## config.mk

```make
export PLATFORM = sky130hd
export DESIGN_NAME = dark_mode_filter
export DESIGN_NICKNAME = d
export VERILOG_FILES = /design/src/rtl/video_pkg.sv /design/src/rtl/luma_calc.sv /design/src/rtl/dark_mode_filter.sv
export SDC_FILE = /design/constraint.sdc
export NUM_CORES = 1
export LEC_CHECK = 0
export CAP_MARGIN = 25
export CORE_UTILIZATION = 34
export CTS_CLUSTER_DIAMETER = 80
export DETAILED_ROUTE_END_ITERATION = 8
export DONT_BUFFER_PORTS = 1
export GPL_TIMING_DRIVEN = 0
export PLACE_DENSITY = 0.6
export SETUP_SLACK_MARGIN = 0.02
export SYNTH_ARGS = -nofsm -noshare
export SYNTH_HDL_FRONTEND = slang
export SYNTH_SLANG_ARGS = --single-unit
```

## constraint.sdc

```tcl
create_clock -name clk_i -period 5.1 [get_ports clk_i]
set_input_delay 1.275 -clock clk_i [delete_from_list [all_inputs] [get_ports clk_i]]
set_output_delay 1.275 -clock clk_i [all_outputs]
set_load 0.005 [all_outputs]
```

## src/rtl/video_pkg.sv

```systemverilog
// Shared video definitions: pixel layout, luma weights and
// default dark-mode thresholds.
package video_pkg;

    localparam int PIX_W      = 24;
    localparam int R_LSB      = 16;
    localparam int G_LSB      = 8;
    localparam int B_LSB      = 0;

    // Y = (2R + 5G + B) >> 3, held in an 11-bit intermediate
    localparam int COEF_R     = 2;
    localparam int COEF_G     = 5;
    localparam int COEF_B     = 1;
    localparam int LUMA_SHIFT = 3;
    localparam int LUMA_ACC_W = 11;

    localparam logic [7:0] TH_HI_DEF = 8'd160;
    localparam logic [7:0] TH_LO_DEF = 8'd96;

    typedef struct packed {
        logic             hs;
        logic             vs;
        logic             de;
        logic [PIX_W-1:0] data;
    } vid_t;

endpackage

```

## src/rtl/luma_calc.sv

```systemverilog
// Combinational RGB888 to 8-bit luma approximation.
// Maximum input (all 0xFF) yields exactly 255.
module luma_calc
    import video_pkg::*;
(
    input  logic [PIX_W-1:0] rgb,
    output logic [7:0]       y
);

    logic [LUMA_ACC_W-1:0] r;
    logic [LUMA_ACC_W-1:0] g;
    logic [LUMA_ACC_W-1:0] b;
    logic [LUMA_ACC_W-1:0] acc;

    assign r = LUMA_ACC_W'(rgb[R_LSB +: 8]);
    assign g = LUMA_ACC_W'(rgb[G_LSB +: 8]);
    assign b = LUMA_ACC_W'(rgb[B_LSB +: 8]);

    assign acc = LUMA_ACC_W'(COEF_R) * r
               + LUMA_ACC_W'(COEF_G) * g
               + LUMA_ACC_W'(COEF_B) * b;

    assign y = acc[LUMA_SHIFT +: 8];

endmodule

```

## src/rtl/dark_mode_filter.sv

```systemverilog
// Two-stage pass-through that inverts active pixels when the
// previous frame's mean luma was bright, with hysteresis.
module dark_mode_filter
    import video_pkg::*;
#(
    parameter logic [7:0] TH_HI     = TH_HI_DEF,
    parameter logic [7:0] TH_LO     = TH_LO_DEF,
    parameter logic       VS_ACTIVE = 1'b1,
    parameter int         CNT_W     = 22,
    parameter int         SUM_W     = 30
) (
    input  logic             clk_i,
    input  logic             rst_ni,
    input  logic             enable_i,
    input  logic             vin_hs_i,
    input  logic             vin_vs_i,
    input  logic             vin_de_i,
    input  logic [PIX_W-1:0] vin_data_i,
    output logic             vout_hs_o,
    output logic             vout_vs_o,
    output logic             vout_de_o,
    output logic [PIX_W-1:0] vout_data_o,
    output logic             invert_o,
    output logic [CNT_W-1:0] frame_pixels_o
);

    localparam int PRD_W = CNT_W + 8;
    localparam int CMP_W = (SUM_W > PRD_W) ? SUM_W : PRD_W;

    vid_t             s1;
    vid_t             s2;
    logic             vs_hist;
    logic [7:0]       y;
    logic             boundary;

    logic [SUM_W-1:0] sum;
    logic [SUM_W-1:0] sum_next;
    logic [SUM_W:0]   sum_add;
    logic [CNT_W-1:0] cnt;
    logic [CNT_W-1:0] cnt_next;
    logic [SUM_W-1:0] snap_sum;
    logic [CNT_W-1:0] snap_cnt;
    logic [CNT_W-1:0] frame_pixels;

    logic             en_q;
    logic             dec_pend;
    logic             cmp_pend;
    logic             hi_q;
    logic             lo_q;
    logic             zero_q;
    logic             inv;
    logic [PRD_W-1:0] prod_hi;
    logic [PRD_W-1:0] prod_lo;

    luma_calc u_luma (
        .rgb (s1.data),
        .y   (y)
    );

    // Stage 1: register the raw input
    always_ff @(posedge clk_i or negedge rst_ni) begin
        if (!rst_ni) begin
            s1      <= '0;
            vs_hist <= ~VS_ACTIVE;
        end else begin
            s1.hs   <= vin_hs_i;
            s1.vs   <= vin_vs_i;
            s1.de   <= vin_de_i;
            s1.data <= vin_data_i;
            vs_hist <= s1.vs;
        end
    end

    // Stage 2: blanking data is never inverted
    always_ff @(posedge clk_i or negedge rst_ni) begin
        if (!rst_ni) begin
            s2 <= '0;
        end else begin
            s2.hs   <= s1.hs;
            s2.vs   <= s1.vs;
            s2.de   <= s1.de;
            s2.data <= (inv && s1.de) ? ~s1.data : s1.data;
        end
    end

    assign boundary = (s1.vs == VS_ACTIVE) &&
                      (vs_hist != VS_ACTIVE);

    assign sum_add = {1'b0, sum} + (SUM_W+1)'(y);

    always_comb begin
        sum_next = sum_add[SUM_W-1:0];
        cnt_next = cnt + 1'b1;
        if (sum_add[SUM_W]) begin
            sum_next = '1;
        end
        if (&cnt) begin
            cnt_next = cnt;
        end
    end

    // A pixel on the boundary cycle opens the new frame
    always_ff @(posedge clk_i or negedge rst_ni) begin
        if (!rst_ni) begin
            sum          <= '0;
            cnt          <= '0;
            snap_sum     <= '0;
            snap_cnt     <= '0;
            frame_pixels <= '0;
            en_q         <= 1'b0;
            dec_pend     <= 1'b0;
        end else begin
            dec_pend <= boundary;
            if (boundary) begin
                snap_sum     <= sum;
                snap_cnt     <= cnt;
                frame_pixels <= cnt;
                en_q         <= enable_i;
                sum          <= s1.de ? SUM_W'(y) : '0;
                cnt          <= s1.de ? CNT_W'(1) : '0;
            end else if (s1.de) begin
                sum <= sum_next;
                cnt <= cnt_next;
            end
        end
    end

    assign prod_hi = PRD_W'(snap_cnt) * PRD_W'(TH_HI);
    assign prod_lo = PRD_W'(snap_cnt) * PRD_W'(TH_LO);

    always_ff @(posedge clk_i or negedge rst_ni) begin
        if (!rst_ni) begin
            cmp_pend <= 1'b0;
            hi_q     <= 1'b0;
            lo_q     <= 1'b0;
            zero_q   <= 1'b0;
        end else begin
            cmp_pend <= dec_pend;
            if (dec_pend) begin
                hi_q   <= CMP_W'(snap_sum) > CMP_W'(prod_hi);
                lo_q   <= CMP_W'(snap_sum) < CMP_W'(prod_lo);
                zero_q <= (snap_cnt == '0);
            end
        end
    end

    // Decision lands two cycles after the boundary
    always_ff @(posedge clk_i or negedge rst_ni) begin
        if (!rst_ni) begin
            inv <= 1'b0;
        end else if (cmp_pend) begin
            if (!en_q) begin
                inv <= 1'b0;
            end else if (!zero_q) begin
                if (!inv && hi_q) begin
                    inv <= 1'b1;
                end else if (inv && lo_q) begin
                    inv <= 1'b0;
                end
            end
        end
    end

    assign vout_hs_o      = s2.hs;
    assign vout_vs_o      = s2.vs;
    assign vout_de_o      = s2.de;
    assign vout_data_o    = s2.data;
    assign invert_o       = inv;
    assign frame_pixels_o = frame_pixels;

endmodule
```

==> impl_metrics.py, run 1 <==
metrics = {
    "sta": {
        "maxSlewHeadroom": 0.495,
        "fin_crit_ns": 4.96,
        "final_hold_viol_count": 0,
        "drv_slew": 0,
        "fin_crit_sh": 0.973,
        "finClkSkew_ns": 0.0137,
        "fmax_ghz": 0.202,
        "rsz0062_at_grt": "yes",
        "setup_viol": 0,
        "worstMarginPinSlew_ns": 0.758,
    },
    "final_layout": {
        "drive_gt1_frac": 0.0739,
        "finalInstanceArea_um2": 12600,
        "layout.nets": 1414,
        "seq_area_um2": 4130,
        "diodes": 0,
        "fill_cells": 3201,
        "synthToLayoutAreaGrowth_pct": 13.1,
        "multi_input_area_um2": 6900,
        "stdcell_count": 1674,
    },
    "route": {
        "remaining_drc_errors": 0,
        "vias": 8834,
        "wl_mm": 28.9,
        "drtIter0Drc": 539,
        "routedWlPerCell_um": 17.3,
        "routed_via_density": 5.28,
        "drtPass1Iterations": 5,
        "ant_nets": 0,
    },
    "floorplanning": {
        "die-area_um2": 33600,
        "ios": 80,
        "die_x_um": 183,
        "dieHeight_um": 183,
        "design.core.area_um2": 32500,
        "start_util": 0.345,
        "rows": 66,
    },
    "logic_synthesis": {
        "synth-edff-count": 0,
        "ys.flop_type": "dfrtp_1",
        "synth_warnings": 0,
        "async_reset_ff_frac": 1.00,
        "synthCells": 1188,
        "syn-num-nets": 1383,
        "netlist_area_um2": 11200,
        "synth-seq-cells": 165,
        "synth_top_area_frac": 0.369,
        "yosysTopAreaCell": "dfrtp_1",
        "synthTopCellsByArea": "dfrtp_1 37%, ha_1 17%, nand2_1 5.5%",
        "synth_cell_types": 72,
        "seq_area_frac_synth": 0.369,
        "syn_avg_cell_area_um2": 9.41,
    },
    "setup_path": {
        "required_ns": 5.45,
        "worstPathCellList": "buf_4 -> ha_4 -> fa_1 -> inv_1 -> fa_1 -> inv_1 -> ha_4 -> and3_1 -> a221o_1 -> a31o_4 -> xor2_4 -> ha_4 -> nand2_2 -> o21ai_4 -> a2111oi_4 -> buf_6 -> buf_4 -> nor4_4 -> buf_4 -> nand2_2 -> mux2_2 -> nor2_1",
        "rr_worst_depth": 22,
        "cp_top_family": "adder cells",
        "timing.rr.end": "sum[20]",
        "worstSetupEndpointType": "register",
        "path_class": "register to register",
        "cp-start-kind": "register",
        "crit_slowest_cell": "fa_1",
        "cp.arrival_ns": 5.31,
        "crit_start": "s1[10]",
        "critPathCapture": "sum[20]",
        "slowest_delay_ns": 0.50,
        "rrSetupSlack_ns": 0.14,
        "worst-path-buf-inv": 6,
        "worstPathMaxFanout": 4,
        "crit_cells": 22,
        "rr_startpoint": "s1[10]",
    },
    "clocking": {
        "cts-root-buf": "clkbuf_16",
        "cts-buffers-inserted": 17,
        "clock_sinks": 165,
        "cts_hold_buf": 0,
        "clock_latency_ns": 0.43,
        "cts.htree.levels": 4,
        "clk_path_buf_depth": 2,
        "cts_tree": "done",
        "path_clk_slew_ns": 0.07,
    },
    "worst_hold_path": {
        "hold_path.class": "register to register",
    },
    "power_and_ir_drop": {
        "power_mw": 4.62,
        "vdd_drop_max_uv": 246,
        "p_leak_nw": 6.01,
        "p_per_area_nw_per_um2": 365,
    },
    "place": {
        "io_buffers": 0,
        "placed_area_um2": 11700,
        "placed_cells": 1630,
        "routabilityCongestion": 0.904,
        "post-dp-hpwl_mm": 21.5,
    },
    "grt": {
        "grt_pass1_wl_mm": 46.3,
        "antenna_found_initial": 1,
        "grt_pass1_vias": 8893,
        "overflow": 0,
        "grt_max_degree": 166,
        "grtUsageTotal": 0.177,
    },
    "job": {
        "drv_cap": 0,
    },
    "status": {
        "status": "finished, final reports clean",
    },
}
-- through the flow --
| step | setup WS, ns | hold slack [ns] | utilization | TNS (ns) |
|---|---|---|---|---|
| 6_report | 0.138 | 0.353 | 0.390 | 0 |
| 5_1_grt | -0.0304 | 0.363 | 0.390 | -0.0316 |
| 4_1_cts | 0.0265 | 0.357 | 0.384 | 0 |
| 3_5_place_dp | -0.358 | 0.340 | 0.362 | -6.35 |
| 3_3_place_gp | -0.307 | 0.332 | 0.362 | -5.43 |
| 2_1_floorplan | 0.171 | 0.331 | - | 0 |
-- how the worst min path moves through the flow --
stage | start | end | cells after the start
after floorplan | s1[26] | vout_hs_o | 0
after CTS | s1[26] | vout_hs_o | 0
final | s1[26] | vout_hs_o | 0
after detailed placement | s1[26] | vout_hs_o | 0
after global routing | s1[26] | vout_hs_o | 0
after global placement | s1[26] | vout_hs_o | 0
-- synth_stat cells (all sizes together) (24+ instances only) --
cell and number:
a21o 28, nor2 70, dfrtp 165, xor2 38
xnor2 50, o21ai 74, a21oi 68, clkbuf 24
nand2 165, inv 72, ha 149, nor3 26
-- metal layers --
metal | up-vias | track usage | wire, µm
met5 | - | 0 | 9
met4 | 2 | 0.0473 | 427
met3 | 29 | 0.0351 | 1340
met2 | 192 | 0.296 | 13500
met1 | 4296 | 0.232 | 13600
li1 | 4315 | - | -
-- final cells by class --
type                       count  share of cell area
multi-input combinational    919               0.545
sequential                   165               0.326
tap                          442              0.0437
clock buffer                  18              0.0347
inverter                      72              0.0214
clock inverter                14              0.0108
buffer                        32             0.00989
timing repair buffer          12             0.00772
-- cells by family after synthesis --
kind of cell / synth area share
adder cells (fa/ha/maj): 0.195
XOR/XNOR: 0.0689
multiplexers: 0.00190
AND/OR/NAND/NOR: 0.167
buffers and inverters: 0.0354
flip-flops: 0.369
AO/OA/AOI/OAI: 0.163
-- worst reg2reg max path, stage by stage (launching register included) --
cell and delay (ns):
dfrtp_1 0.38, buf_4 0.14, ha_4 0.23, fa_1 0.49
inv_1 0.05, fa_1 0.50, inv_1 0.06, ha_4 0.25
and3_1 0.17, a221o_1 0.33, a31o_4 0.27, xor2_4 0.16
ha_4 0.31, nand2_2 0.09, o21ai_4 0.18, a2111oi_4 0.10
buf_6 0.15, buf_4 0.14, nor4_4 0.24, buf_4 0.18
nand2_2 0.08, mux2_2 0.29, nor2_1 0.09
-- report_power, final --
part	internal [mW]	switching, mW	total [mW]
registers	1.47	0.165	1.63
clock network	0.664	0.606	1.27
logic	0.767	0.950	1.72
-- flip-flops by register name, indices dropped and copies added (netlist names), 22 cells and up --
| name | cells |
|---|---|
| cnt | 22 |
| vout_data_o | 24 |
| sum | 30 |
| snap_sum | 30 |
| frame_pixels_o | 22 |
| s1 | 27 |
-- timing repair --
item | 4_1_cts | 5_1_grt
setup endpoints to repair | 30 | 30
setup buffers | 10 | 2
pin swaps | 10 | 13
gates resized for setup | 15 | 24
hold endpoints to repair | 0 | 0
-- layout by cell type, fill, tap and decap left out, drive strengths merged, types with 28 or more instances in the layout --
cell / netlist / final
dfrtp: 165 / 165
o21ai: 74 / 74
a21o: 28 / 28
clkbuf: 24 / 42
nor2: 70 / 70
nand2: 165 / 165
inv: 72 / 82
xor2: 38 / 38
xnor2: 50 / 50
ha: 149 / 149
a21oi: 68 / 68
(Power assumes the default switching activity.)
==> run 2: changes to the inputs <==
PLACE_DENSITY = 0.58   (was 0.6)
clock period = 5.55 ns   (was 5.1 ns; I/O delays follow)
==> run 2 against run 1 <==
First-iteration DRC count down 17%; core utilization is 0.77 points lower; die area is the same; design area shrank 2.0%; critical path depth down 4; clock skew shrank 0.0038 ns; cell count fell by 0.54%; wire length down 1.9%.
==> impl_metrics.py, run 2 (same netlist as run 1, synthesis figures left out) <==
metrics = {
    "status": {
        "status": "finished, final reports clean",
    },
    "power_and_ir_drop": {
        "clkPwrFrac": 0.308,
        "p_int_mw": 2.58,
        "power_mw": 4.01,
        "p_switching_mw": 1.43,
        "combPwrFrac": 0.319,
        "p_per_area_nw_per_um2": 323,
        "power_frac_seq": 0.373,
        "switching_share": 0.357,
        "vdd_drop_max_uv": 212,
        "p_leak_nw": 5.94,
    },
    "final_layout": {
        "drive_gt1_frac": 0.0515,
        "synthToLayoutAreaGrowth_pct": 10.9,
        "layout.nets": 1405,
        "diodes": 0,
        "final_core_util": 0.382,
        "reg_top3": "snap_sum x30, sum x30, s1 x27",
        "finalInstanceArea_um2": 12400,
        "layout_common_cells": "165 x nand2_1, 165 x dfrtp_1, 149 x ha_1, 72 x inv_1, 71 x o21ai_0",
    },
    "setup_path": {
        "worstPathCellList": "ha_1 -> fa_1 -> inv_1 -> fa_1 -> inv_1 -> ha_1 -> and3_1 -> a221o_1 -> a31o_2 -> xor2_1 -> ha_1 -> a21oi_2 -> o21ai_2 -> a2111oi_4 -> nor2_1 -> and4_1 -> o221ai_1 -> o21ai_0",
        "rr_startpoint": "s1[10]",
        "cp_top_family": "adder cells",
        "slowest_delay_ns": 0.51,
        "worst-path-buf-inv": 2,
        "rrSetupSlack_ns": 0.29,
        "required_ns": 5.84,
        "cp-start-kind": "register",
        "crit_cells": 18,
        "cp.arrival_ns": 5.55,
        "crit_slowest_cell": "fa_1",
        "timing.rr.end": "sum[3]",
        "rr_worst_depth": 18,
        "worstSetupEndpointType": "register",
        "worst_path_most_repeated_cell": "ha_1",
        "worstPathMaxFanout": 4,
        "path_class": "register to register",
    },
    "floorplanning": {
        "rows": 66,
        "ios": 80,
        "die_x_um": 183,
        "design.core.area_um2": 32500,
        "start_util": 0.345,
        "dieHeight_um": 183,
        "die-area_um2": 33600,
    },
    "grt": {
        "grt_pass1_vias": 8695,
        "grt_max_degree": 166,
        "grt_pass1_wl_mm": 45.8,
        "grtUsageTotal": 0.174,
        "overflow": 0,
        "antenna_found_initial": 0,
    },
    "clocking": {
        "clock_latency_ns": 0.43,
        "cts_tree": "done",
        "cts-buffers-inserted": 17,
        "cts-root-buf": "clkbuf_16",
        "path_clk_slew_ns": 0.07,
        "clock_sinks": 165,
        "cts_hold_buf": 0,
        "clk_path_buf_depth": 2,
        "cts.htree.levels": 4,
    },
    "place": {
        "placed_area_um2": 11700,
        "routabilityCongestion": 0.861,
        "post-dp-hpwl_mm": 21.5,
        "io_buffers": 0,
    },
    "sta": {
        "drv_slew": 0,
        "final_hold_viol_count": 0,
        "holdWs_ns": 0.352,
        "fin_crit_ns": 5.26,
        "fin_setup_tns_ns": 0,
        "setup_viol": 0,
        "fin_crit_sh": 0.947,
        "fmax_ghz": 0.190,
        "worstMarginPinSlew_ns": 0.739,
        "finClkSkew_ns": 0.00990,
        "maxSlewHeadroom": 0.508,
        "rsz0062_at_grt": "yes",
    },
    "worst_hold_path": {
        "hold_path_depth": 0,
        "hold_path.class": "register to register",
        "min_to": "vout_hs_o",
        "hp-start": "s1[26]",
    },
    "job": {
        "drv_cap": 0,
    },
    "route": {
        "remaining_drc_errors": 0,
        "routed_via_density": 5.24,
        "drtIter0Drc": 450,
        "wl_mm": 28.3,
        "drtPass1Iterations": 5,
        "routedWlPerCell_um": 17.0,
        "ant_nets": 0,
        "vias": 8732,
    },
}
## run 2: changes by cell type in the layout (fill, tap and decap cells not counted), sizes merged
cell / change
inv: -2
clkbuf: -1
clkinv: +1
bufinv: +2
buf: -9
## run 2: area by class of cell
type | count | area [µm²]
Timing Repair Buffer | 3 | 22.5
Sequential cell | 165 | 4130
Clock buffer | 17 | 425
Inverter | 72 | 270
Fill cell | 3249 | 20100
Buffer | 32 | 125
Multi-Input combinational cell | 919 | 6690
Tap cell | 442 | 553
Clock inverter | 15 | 188
## run 2: through the flow
step                setup slack (ns)  std cells
finish                         0.293       1665
global route                 -0.0151       1665
CTS                           0.0750       1662
detailed placement             0.106       1630
global placement               0.146       1630
floorplan                      0.621       1188
## run 2: worst register-to-register path, cell delays in order (launching register included)
cell       delay, ns
dfrtp_1         0.42
ha_1            0.34
fa_1            0.51
inv_1           0.05
fa_1            0.49
inv_1           0.04
ha_1            0.33
and3_1          0.20
a221o_1         0.36
a31o_2          0.28
xor2_1          0.21
ha_1            0.31
a21oi_2         0.21
o21ai_2         0.11
a2111oi_4       0.50
nor2_1          0.22
and4_1          0.24
o221ai_1        0.19
o21ai_0         0.11
## run 2: repair_timing
item / CTS / global route
endpoints found under the setup margin: 0 / 27
gates resized for setup: 0 / 6
buffers inserted: 0 / 3
## run 2: worst max path at each step
stage                    to  slack (ns)   start
global route         sum[2]       -0.02  s1[10]
floorplan           sum[11]        0.62  s1[10]
CTS                 sum[21]        0.08  s1[10]
global placement    sum[21]        0.15  s1[10]
detailed placement  sum[21]        0.11  s1[10]
finish               sum[3]        0.29  s1[10]
## run 2: routing by layer
layer | part of all wire | track usage | vias up | wire length [µm]
met4 | 0.020 | 0.0557 | 0 | 568
met1 | 0.48 | 0.231 | 4247 | 13600
li1 | - | - | 4281 | -
met2 | 0.47 | 0.287 | 171 | 13200
met3 | 0.034 | 0.0318 | 33 | 967
met5 | 0 | 0 | - | 0
## run 2: power groups by stage
stage | logic (mW) | registers (mW) | clock network [mW]
after floorplan | 0.983 | 1.46 | 0
after global placement | 1.19 | 1.52 | 0
after detailed placement | 1.22 | 1.52 | 0
after CTS | 1.24 | 1.50 | 1.27
after global routing | 1.45 | 1.51 | 1.31
final | 1.28 | 1.49 | 1.24
==> run 3: changes to the inputs <==
SYNTH_HIERARCHICAL = 1   (was not set)
==> run 3 against run 2 <==
Clock power down 5%; non-clock buffer count decreased by 6; highest routed layer unchanged; cell count fell by 0.42%; core utilization decreased by 0.13 points.
==> impl_metrics.py, run 3 <==
metrics = {
    "floorplanning": {
        "dieHeight_um": 184,
        "rows": 66,
        "die_x_um": 184,
        "die-area_um2": 33700,
        "start_util": 0.345,
        "ios": 80,
        "design.core.area_um2": 32500,
    },
    "place": {
        "routabilityCongestion": 0.855,
        "post-dp-hpwl_mm": 21.4,
        "placed_area_um2": 11800,
        "io_buffers": 0,
    },
    "clocking": {
        "clk_path_buf_depth": 2,
        "cts.htree.levels": 4,
        "cts-root-buf": "clkbuf_16",
        "cts-buffers-inserted": 17,
        "cts_tree": "done",
        "post_cts_buffers": 0,
        "clock_latency_ns": 0.44,
        "cts_resized": 0,
        "cts_hold_buf": 0,
        "clock_sinks": 165,
        "path_clk_slew_ns": 0.06,
    },
    "logic_synthesis": {
        "syn-num-nets": 1379,
        "synth-seq-cells": 165,
        "synth_warnings": 6,
        "synthCells": 1184,
        "netlist_area_um2": 11200,
        "synth_top_area_frac": 0.368,
        "syn_avg_cell_area_um2": 9.47,
        "synth_cell_types": 78,
        "seq_area_frac_synth": 0.368,
        "yosysTopAreaCell": "dfrtp_1",
        "synth_common_cells": "165 x dfrtp_1, 164 x nand2_1, 149 x ha_1",
        "synth.most_common_cell": "dfrtp_1",
        "async_reset_ff_frac": 1.00,
        "synthTopCellsByArea": "dfrtp_1 37%, ha_1 17%, nand2_1 5.5%",
        "ys.flop_type": "dfrtp_1",
        "synth-edff-count": 0,
    },
    "setup_path": {
        "rr_worst_depth": 18,
        "rrSetupSlack_ns": 0.38,
        "cp-start-kind": "register",
        "rr_startpoint": "s1[8]",
        "worst-path-buf-inv": 1,
        "crit_cells": 18,
        "cp_top_family": "adder cells",
        "path_class": "register to register",
        "worstPathCellList": "ha_1 -> ha_1 -> inv_1 -> fa_1 -> or2_2 -> fa_1 -> and2b_1 -> nor3_1 -> o21a_1 -> o21ai_1 -> xor2_1 -> ha_1 -> a21oi_1 -> nand2b_1 -> o2111a_1 -> o2111ai_1 -> and3_1 -> a211oi_1",
        "cp.arrival_ns": 5.50,
        "slowest_delay_ns": 0.50,
        "timing.rr.end": "sum[7]",
        "crit_slowest_cell": "fa_1",
        "required_ns": 5.88,
        "worstSetupEndpointType": "register",
        "critPathCapture": "sum[7]",
        "worst_path_most_repeated_cell": "ha_1",
        "worstPathMaxFanout": 8,
        "crit_start": "s1[8]",
    },
    "sta": {
        "fmax_ghz": 0.193,
        "fin_setup_tns_ns": 0,
        "final_hold_viol_count": 0,
        "fin_crit_ns": 5.17,
        "setup_viol": 0,
        "rsz0062_at_grt": "no",
        "finClkSkew_ns": 0.00906,
        "drv_slew": 0,
        "fin_crit_sh": 0.932,
        "maxSlewHeadroom": 0.492,
        "worstMarginPinSlew_ns": 0.762,
    },
    "power_and_ir_drop": {
        "vdd_drop_max_uv": 239,
        "p_switching_mw": 1.39,
        "p_int_mw": 2.60,
        "power_frac_seq": 0.374,
        "p_per_area_nw_per_um2": 323,
        "p_leak_nw": 5.80,
        "switching_share": 0.348,
        "clkPwrFrac": 0.297,
        "combPwrFrac": 0.329,
    },
    "final_layout": {
        "reg_top3": "snap_sum x30, sum x30, s1 x27",
        "diodes": 0,
        "layout.nets": 1398,
        "finalInstanceArea_um2": 12400,
        "drive_gt1_frac": 0.0452,
        "layout_common_cells": "165 x dfrtp_1, 164 x nand2_1, 149 x ha_1, 79 x inv_1, 73 x a21oi_1",
        "final_common_cell": "dfrtp_1",
        "synthToLayoutAreaGrowth_pct": 10.2,
    },
    "job": {
        "drv_cap": 0,
    },
    "grt": {
        "overflow": 0,
        "grtUsageTotal": 0.171,
        "grt_max_degree": 166,
        "grt_pass1_wl_mm": 44.9,
        "grt_pass1_vias": 8564,
        "antenna_found_initial": 0,
    },
    "worst_hold_path": {
        "hold_path.class": "register to register",
        "hp-start": "s1[26]",
    },
    "route": {
        "vias": 8597,
        "routedWlPerCell_um": 16.7,
        "wl_mm": 27.7,
        "routed_via_density": 5.19,
        "ant_nets": 0,
        "drtPass1Iterations": 5,
        "remaining_drc_errors": 0,
        "drtIter0Drc": 519,
    },
    "status": {
        "status": "finished, final reports clean",
    },
}
## run 3: cell count changes after synthesis, moves of 6 or more
cell,previous run,this run
nor2b_1,16,8
o21ai_1,1,17
o21ai_0,72,64
inv_1,72,79
nand4_1,22,16
xor2_1,38,27
xnor2_1,50,59
nor2_1,69,60
and3_1,18,7
## run 3: logic make-up (layout without fill, tap and decap cells)
kind of cell / after synthesis / after routing / share of synthesized area
AO/OA/AOI/OAI: 295 / 295 / 0.174
XOR/XNOR: 86 / 86 / 0.0672
adder cells (fa/ha/maj): 165 / 165 / 0.195
buffers and inverters: 111 / 143 / 0.0386
flip-flops: 165 / 165 / 0.368
multiplexers: 4 / 4 / 0.00357
AND/OR/NAND/NOR: 358 / 358 / 0.154
## run 3: worst reg2reg max path: cells and delay by family (launching register included)
kind / cells / cell delay [ns]
adders and majority gates: 5 / 1.88
AOI/OAI and AO/OA: 6 / 1.59
buffers and inverters: 1 / 0.05
DFF: 1 / 0.41
and+or+nand+nor: 5 / 1.05
xor gates and xnor gates: 1 / 0.11
## run 3: cell type report
class | count | area, µm²
fillers | 3271 | 20100
multi-input cells | 908 | 6650
flip-flops and latches | 165 | 4130
well taps | 442 | 553
clock buffers | 19 | 443
inverters | 82 | 308
clock inverters | 13 | 149
plain buffers | 29 | 125
## run 3: metal layers
metal  vias to the layer above  share of wire  track usage
li1                       4249              -            -
met1                      4142           0.48        0.230
met2                       176           0.46        0.282
met3                        30          0.037       0.0258
met4                         0          0.017       0.0523
met5                         -              0            0
## run 3: through the flow
stage | setup WS (ns) | hold slack (ns) | cells | utilization | total power, mW
floorplan | 0.926 | 0.331 | 1184 | - | 2.49
global placement | 0.386 | 0.332 | 1626 | 0.362 | 2.79
detailed placement | 0.326 | 0.340 | 1626 | 0.362 | 2.81
CTS | 0.308 | 0.355 | 1658 | 0.381 | 4.03
global route | 0.0292 | 0.357 | 1658 | 0.381 | 4.26
finish | 0.378 | 0.352 | 1658 | 0.381 | 3.99
## run 3: worst min-delay path by stage
stage / end / slack, ns / cells past startpoint
2_1_floorplan: vout_hs_o / 0.33 / 0
3_3_place_gp: vout_hs_o / 0.33 / 0
3_5_place_dp: vout_hs_o / 0.34 / 0
4_1_cts: vout_hs_o / 0.35 / 0
5_1_grt: vout_hs_o / 0.36 / 0
6_report: vout_hs_o / 0.35 / 0
## run 3: power by group through the flow
stage	clock network (mW)	logic, mW	registers [mW]
after global routing	1.27	1.48	1.51
final	1.18	1.31	1.49
after CTS	1.22	1.32	1.49
after floorplan	0	1.03	1.46
after detailed placement	0	1.30	1.51
after global placement	0	1.28	1.51
